[src/rtl/uio_link_pkg.sv]
`default_nettype none
// ----------------------------------------------------------------------------
// uio_link_pkg: shared definitions for both ends of the 4-bit uio strobe/ack link.
// Rev 1.0
// ----------------------------------------------------------------------------
package uio_link_pkg;

  typedef enum logic [2:0] {
    ST_IDLE     = 3'd0,
    ST_SETUP_HI = 3'd1,
    ST_STB_HI   = 3'd2,
    ST_REL_HI   = 3'd3,
    ST_SETUP_LO = 3'd4,
    ST_STB_LO   = 3'd5,
    ST_REL_LO   = 3'd6
  } uio_state_t;

  localparam int ACK_BIT = 5;
  localparam int STB_BIT = 4;
  localparam int NIB_LSB = 0;
  localparam logic [7:0] UIO_OE_SENDER = 8'h1F;

  // States in which the link waits on the remote ack and the timeout runs.
  function automatic logic is_wait_state(input uio_state_t s);
    return (s == ST_STB_HI) || (s == ST_REL_HI) ||
           (s == ST_STB_LO) || (s == ST_REL_LO);
  endfunction

endpackage
`default_nettype wire

[src/rtl/uio_sync.sv]
`default_nettype none
// ----------------------------------------------------------------------------
// uio_sync: STAGES-deep single-bit synchronizer, flops cleared by reset.
// Rev 1.0
// ----------------------------------------------------------------------------
module uio_sync #(
  parameter int STAGES = 2
) (
  input  logic clk,
  input  logic rst,
  input  logic d,
  output logic q
);

  logic [STAGES-1:0] r_chain;

  always_ff @(posedge clk) begin
    if (rst) begin
      r_chain <= '0;
    end else begin
      r_chain <= {r_chain[STAGES-2:0], d};
    end
  end

  assign q = r_chain[STAGES-1];

endmodule
`default_nettype wire

[src/rtl/uio_nibble_sender.sv]
`default_nettype none
// ----------------------------------------------------------------------------
// uio_nibble_sender: sends each byte as two nibbles (high first) over uio[3:0]
// using a 4-phase strobe/ack handshake with per-phase timeout.  Rev 1.0
// ----------------------------------------------------------------------------
module uio_nibble_sender
  import uio_link_pkg::*;
#(
  parameter int TIMEOUT_CYCLES = 255,
  parameter int TIMEOUT_W      = 8,
  parameter int SYNC_STAGES    = 2
) (
  input  logic       clk,
  input  logic       rst,
  input  logic [7:0] in_data,
  input  logic       in_valid,
  output logic       in_ready,
  input  logic [7:0] uio_in,
  output logic [7:0] uio_out,
  output logic [7:0] uio_oe,
  output logic       busy,
  output logic       timeout_err
);

  localparam logic [TIMEOUT_W-1:0] c_timeout = TIMEOUT_W'(TIMEOUT_CYCLES);

  uio_state_t           r_state;
  uio_state_t           w_state_next;
  logic [TIMEOUT_W-1:0] r_cnt;
  logic [7:0]           r_byte;
  logic [7:0]           r_uio_out;
  logic [7:0]           r_uio_oe;
  logic                 r_in_ready;
  logic                 r_timeout_err;
  logic                 w_ack_s;
  logic                 w_accept;
  logic                 w_expired;
  logic                 w_timeout;
  logic [3:0]           w_nib_next;
  logic [7:0]           w_uio_out_next;
  logic                 w_unused_uio;

  // Only the ack line is an input on this side of the link.
  assign w_unused_uio = ^(uio_in & ~(8'd1 << ACK_BIT));

  uio_sync #(
    .STAGES (SYNC_STAGES)
  ) u_ack_sync (
    .clk (clk),
    .rst (rst),
    .d   (uio_in[ACK_BIT]),
    .q   (w_ack_s)
  );

  // r_in_ready is only ever set while the FSM sits in IDLE.
  assign w_accept  = in_valid && r_in_ready;
  assign w_expired = (r_cnt == c_timeout);

  always_ff @(posedge clk) begin
    if (rst) begin
      r_state <= ST_IDLE;
    end else begin
      r_state <= w_state_next;
    end
  end

  // Ack is tested before expiry so an ack on the last cycle still wins.
  always_comb begin
    w_state_next = r_state;
    w_timeout    = 1'b0;
    case (r_state)
      ST_IDLE:     if (w_accept) w_state_next = ST_SETUP_HI;
      ST_SETUP_HI: w_state_next = ST_STB_HI;
      ST_STB_HI: begin
        if (w_ack_s)        w_state_next = ST_REL_HI;
        else if (w_expired) begin w_state_next = ST_IDLE; w_timeout = 1'b1; end
      end
      ST_REL_HI: begin
        if (!w_ack_s)       w_state_next = ST_SETUP_LO;
        else if (w_expired) begin w_state_next = ST_IDLE; w_timeout = 1'b1; end
      end
      ST_SETUP_LO: w_state_next = ST_STB_LO;
      ST_STB_LO: begin
        if (w_ack_s)        w_state_next = ST_REL_LO;
        else if (w_expired) begin w_state_next = ST_IDLE; w_timeout = 1'b1; end
      end
      ST_REL_LO: begin
        if (!w_ack_s)       w_state_next = ST_IDLE;
        else if (w_expired) begin w_state_next = ST_IDLE; w_timeout = 1'b1; end
      end
      default:     w_state_next = ST_IDLE;
    endcase
  end

  // Outputs are decoded from the next state so the registered pins line up with r_state.
  always_comb begin
    w_nib_next     = 4'h0;
    w_uio_out_next = 8'h00;
    case (w_state_next)
      ST_SETUP_HI, ST_STB_HI, ST_REL_HI: w_nib_next = w_accept ? in_data[7:4] : r_byte[7:4];
      ST_SETUP_LO, ST_STB_LO, ST_REL_LO: w_nib_next = r_byte[3:0];
      default:                           w_nib_next = 4'h0;
    endcase
    w_uio_out_next[NIB_LSB +: 4] = w_nib_next;
    w_uio_out_next[STB_BIT]      = (w_state_next == ST_STB_HI) || (w_state_next == ST_STB_LO);
  end

  always_ff @(posedge clk) begin
    if (rst) begin
      r_byte        <= 8'h00;
      r_cnt         <= '0;
      r_uio_out     <= 8'h00;
      r_uio_oe      <= 8'h00;
      r_in_ready    <= 1'b0;
      r_timeout_err <= 1'b0;
    end else begin
      if (w_accept) begin
        r_byte <= in_data;
      end
      if (w_state_next != r_state) begin
        r_cnt <= '0;
      end else if (is_wait_state(r_state)) begin
        r_cnt <= r_cnt + 1'b1;
      end else begin
        r_cnt <= '0;
      end
      r_uio_out     <= w_uio_out_next;
      r_uio_oe      <= UIO_OE_SENDER;
      r_in_ready    <= (w_state_next == ST_IDLE);
      r_timeout_err <= w_timeout;
    end
  end

  assign uio_out     = r_uio_out;
  assign uio_oe      = r_uio_oe;
  assign in_ready    = r_in_ready;
  assign timeout_err = r_timeout_err;
  assign busy        = (r_state != ST_IDLE);

endmodule
`default_nettype wire
[config.mk]
export PLATFORM = sky130hd
export DESIGN_NAME = uio_nibble_sender
export DESIGN_NICKNAME = d
export VERILOG_FILES = /design/src/rtl/uio_link_pkg.sv /design/src/rtl/uio_sync.sv /design/src/rtl/uio_nibble_sender.sv
export SDC_FILE = /design/constraint.sdc
export NUM_CORES = 1
export LEC_CHECK = 0
export BUFFER_PORTS_ARGS = -buffer_cell sky130_fd_sc_hd__buf_2
export CAP_MARGIN = 20
export CORE_ASPECT_RATIO = 0.6
export CORE_UTILIZATION = 55
export CTS_CLUSTER_DIAMETER = 120
export DETAILED_ROUTE_END_ITERATION = 8
export PLACE_DENSITY = 0.81
export SYNTH_ARGS = -nofsm -noshare
export SYNTH_HDL_FRONTEND = slang
export SYNTH_SLANG_ARGS = --single-unit
[constraint.sdc]
create_clock -name clk -period 4.45 [get_ports clk]
set_input_delay 0.445 -clock clk [delete_from_list [all_inputs] [get_ports clk]]
set_output_delay 0.445 -clock clk [all_outputs]
set_load 0.02 [all_outputs]
==> flow_metrics.tcl <==
set metrics [dict create \
    status "finished, final reports clean" \
    drc 0 \
    critical_path_arrival_ns 2.11 \
    slew_headroom 0.6449 \
    ys_seq_elements 29 \
    cts_tree "built" \
    top_layer "met4" \
    synth_xor_area_frac 0.04310 \
    dr_wl_met3_um 235 \
    setup_viol 0 \
    grt_first_pass_wirelength_um 4236 \
    rows 13 \
    regArea_um2 580.6 \
    start_util 0.6203 \
    track_usage 0.2249 \
    postRouteAntennaNets 0 \
    num_antenna_cells 0 \
    via_count 1142 \
    synth_compound_area_frac 0.1671 \
    core-area_um2 2293 \
    slew_violations 0 \
    syn_area_um2 1423 \
    yosys_warnings 0 \
    min_period_over_period 0.4346 \
    ir_drop_mv 0.2298 \
    synth_edf_count 0 \
    drv_cap 0 \
    hold_buffers 0 \
    fmax_mhz 517.1 \
    cp.required_ns 4.63 \
    synth-seq-area-share 0.4081 \
    rsz0062_at_grt "no" \
    layout_setup_ws_ns 2.516 \
    yosys.area_share.simple 0.2392 \
    ctsResizeCount 0 \
    nets 189 \
    io_buffers 24 \
    r2r_start "r_state[0]$_SDFF_PP0_" \
    p_clk_frac 0.304 \
    internal-power_uw 511.7 \
    tightest_slew_ns 0.5320 \
    clkSinkCount 29 \
    yosysUniqueCellTypes 41 \
    holdPathStages 2 \
    syn_area_per_cell_um2 9.484 \
    synth_top_family_by_area "simple AND/OR/NAND/NOR gates" \
    report.final.hold_viol_count 0 \
    hold-path-endpoint "u_ack_sync.r_chain[0]$_SDFF_PP0_" \
    die_height_um 41.40 \
    cellLeakagePower_uw 0.0006521 \
    synthFlopType "dfxtp_1" \
    holdWs_ns 0.3731 \
    multi_input_area_um2 714.4 \
    drive_above_1_share 0.2706 \
    insertion_delay_ns 0.28 \
    swShare 0.3392 \
    cts_buffer_depth 2 \
    postSynthCellCount 150 \
    place_area_um2 1460 \
    drt_iter0_markers 117 \
    die_w_um 67.66 \
    powerDensity_nw_per_um2 495.9 \
    synthMuxAreaShare 0.02814 \
    clock_skew_ns 0.003737 \
    drt-total-wl_um 2840 \
    boundaryPins 38 \
    dr.pass1.iters 4 \
    async_reset_ff_frac 0 \
    dieArea_um2 2801 \
    grt-ovfl-total 0 \
    reg2reg_slack_ns 2.52 \
    p_switching_uw 262.6 \
    htreeDepth 2 \
    cts_inserted_buffers 5 \
    critical_path_class "reg -> reg" \
    dpl_worst_slack_ns 2.594 \
    holdCritStartpoint "uio_in[5]" \
    p_comb_frac 0.269 \
    clk_pin_slew_ns 0.06 \
    reg2regPathDepth 5 \
    area_delta_synth_final_pct 9.763 \
    cp-end-kind "flop" \
    wl_met2_um 1185 \
    hold_path.class "in -> reg" \
    viasPerCell 5.710 \
    dp_hpwl_um 2016 \
    setup_tns_ns 0 \
    fill_cells 179 \
    wl_per_cell_um 14.20 \
    start_kind "flop" \
    grt_max_degree 22 \
    cts_setup_buffers 0 \
    clockRootBuffer "clkbuf_8" \
    min_period_ns 1.934 \
    final_area_um2 1562 \
    synth-adder-area-share 0.008795 \
    seq_power_share 0.427 \
    gp_congestion 0.8341 \
    worst_r2r_endpoint "uio_out[2]$_SDFF_PP0_" \
    antenna_found_initial 0 \
    cp_max_fo 11 \
    wl_met1_um 1386 \
    grt_pass1_vias 907 \
]
flip-flops by register name (all words and copies together) (netlist names):
name                cells
r_byte                  8
r_cnt                   8
uio_out                 5
r_state                 3
u_ack_sync.r_chain      2
in_ready                1
timeout_err             1
uio_oe                  1
cell families (layout without fill, tap and decap cells):
logic type               after synthesis  in the layout
multiplexers                           4              4
AO/OA/AOI/OAI                         29             29
buffers and inverters                 19             34
other                                  1              6
flip-flops                            29             29
AND/OR/NAND/NOR                       60             60
XOR/XNOR                               7              7
adder cells (fa/ha/maj)                1              1
power by group through the flow:
| stage | Clock (uW) | Sequential [uW] | Combinational [uW] |
|---|---|---|---|
| detailed placement | 0 | 334 | 203 |
| finish | 235 | 331 | 208 |
| global placement | 0 | 331 | 197 |
| CTS | 241 | 329 | 206 |
| global route | 253 | 334 | 223 |
| floorplan | 0 | 327 | 170 |
through the flow:
stage	total power [uW]	utilization	cells
final	774.3	0.6809	200
after global routing	810.7	0.6809	200
after CTS	775.8	0.6809	200
after detailed placement	537.8	0.6367	192
after global placement	527.1	0.6367	192
after floorplan	497.3	-	155
worst max path at each step:
stage / slack, ns / cells past startpoint / from / end
finish: 2.52 / 5 / r_state[0]$_SDFF_PP0_ / uio_out[2]$_SDFF_PP0_
detailed placement: 2.59 / 5 / r_state[0]$_SDFF_PP0_ / r_cnt[2]$_SDFF_PP0_
global placement: 2.65 / 5 / r_state[0]$_SDFF_PP0_ / uio_out[3]$_SDFF_PP0_
global route: 2.40 / 5 / r_state[0]$_SDFF_PP0_ / r_cnt[4]$_SDFF_PP0_
floorplan: 2.83 / 6 / r_cnt[0]$_SDFF_PP0_ / r_cnt[2]$_SDFF_PP0_
CTS: 2.57 / 5 / r_state[0]$_SDFF_PP0_ / uio_out[3]$_SDFF_PP0_
final cells by class:
| type | count | share of cell area |
|---|---|---|
| inverter | 2 | 0.004808 |
| clock buffer | 7 | 0.06170 |
| multi-input combinational | 107 | 0.4575 |
| timing repair buffer | 24 | 0.07692 |
| tap | 30 | 0.02404 |
| sequential | 29 | 0.3718 |
| clock inverter | 1 | 0.003205 |
routing by layer:
metal / up-vias / track usage
met2: 51 / 0.3292
met1: 531 / 0.2943
met4: 0 / 0.1117
li1: 554 / -
met3: 6 / 0.08152
met5: - / 0
synthesized netlist by cell type (all sizes together), types with 2 or more instances:
master	instances	area (um^2)
nand2b	6	40.04
a22o	2	20.02
nor3	8	51.30
a21oi	10	50.05
nor2	11	41.29
mux2i	4	40.04
nor2b	3	18.77
xnor2	5	43.79
and3	4	27.52
buf	16	135.1
nand3	8	40.04
and4	3	28.78
inv	2	7.510
xor2	2	17.52
nand2	12	52.55
o32ai	5	43.79
dfxtp	29	580.6
o211ai	3	22.52
cell usage in the layout (no fill, tap or decap), drive strengths merged, types with 3 or more instances in the layout:
| master | count |
|---|---|
| xnor2 | 5 |
| and4 | 3 |
| mux2i | 4 |
| nand3 | 8 |
| conb | 6 |
| buf | 24 |
| o32ai | 5 |
| nand2 | 12 |
| o211ai | 3 |
| clkbuf | 7 |
| and3 | 4 |
| dfxtp | 29 |
| nor2 | 11 |
| nor3 | 8 |
| nand2b | 6 |
| a21oi | 10 |
| nor2b | 3 |
worst max-delay path, stage by stage, from the launching register on:
cell,delay (ns)
dfxtp_1,0.62
and4_4,0.33
a21oi_1,0.11
nor3_4,0.32
o31ai_2,0.18
o32ai_1,0.27
Power figures use the tool's default switching activity.
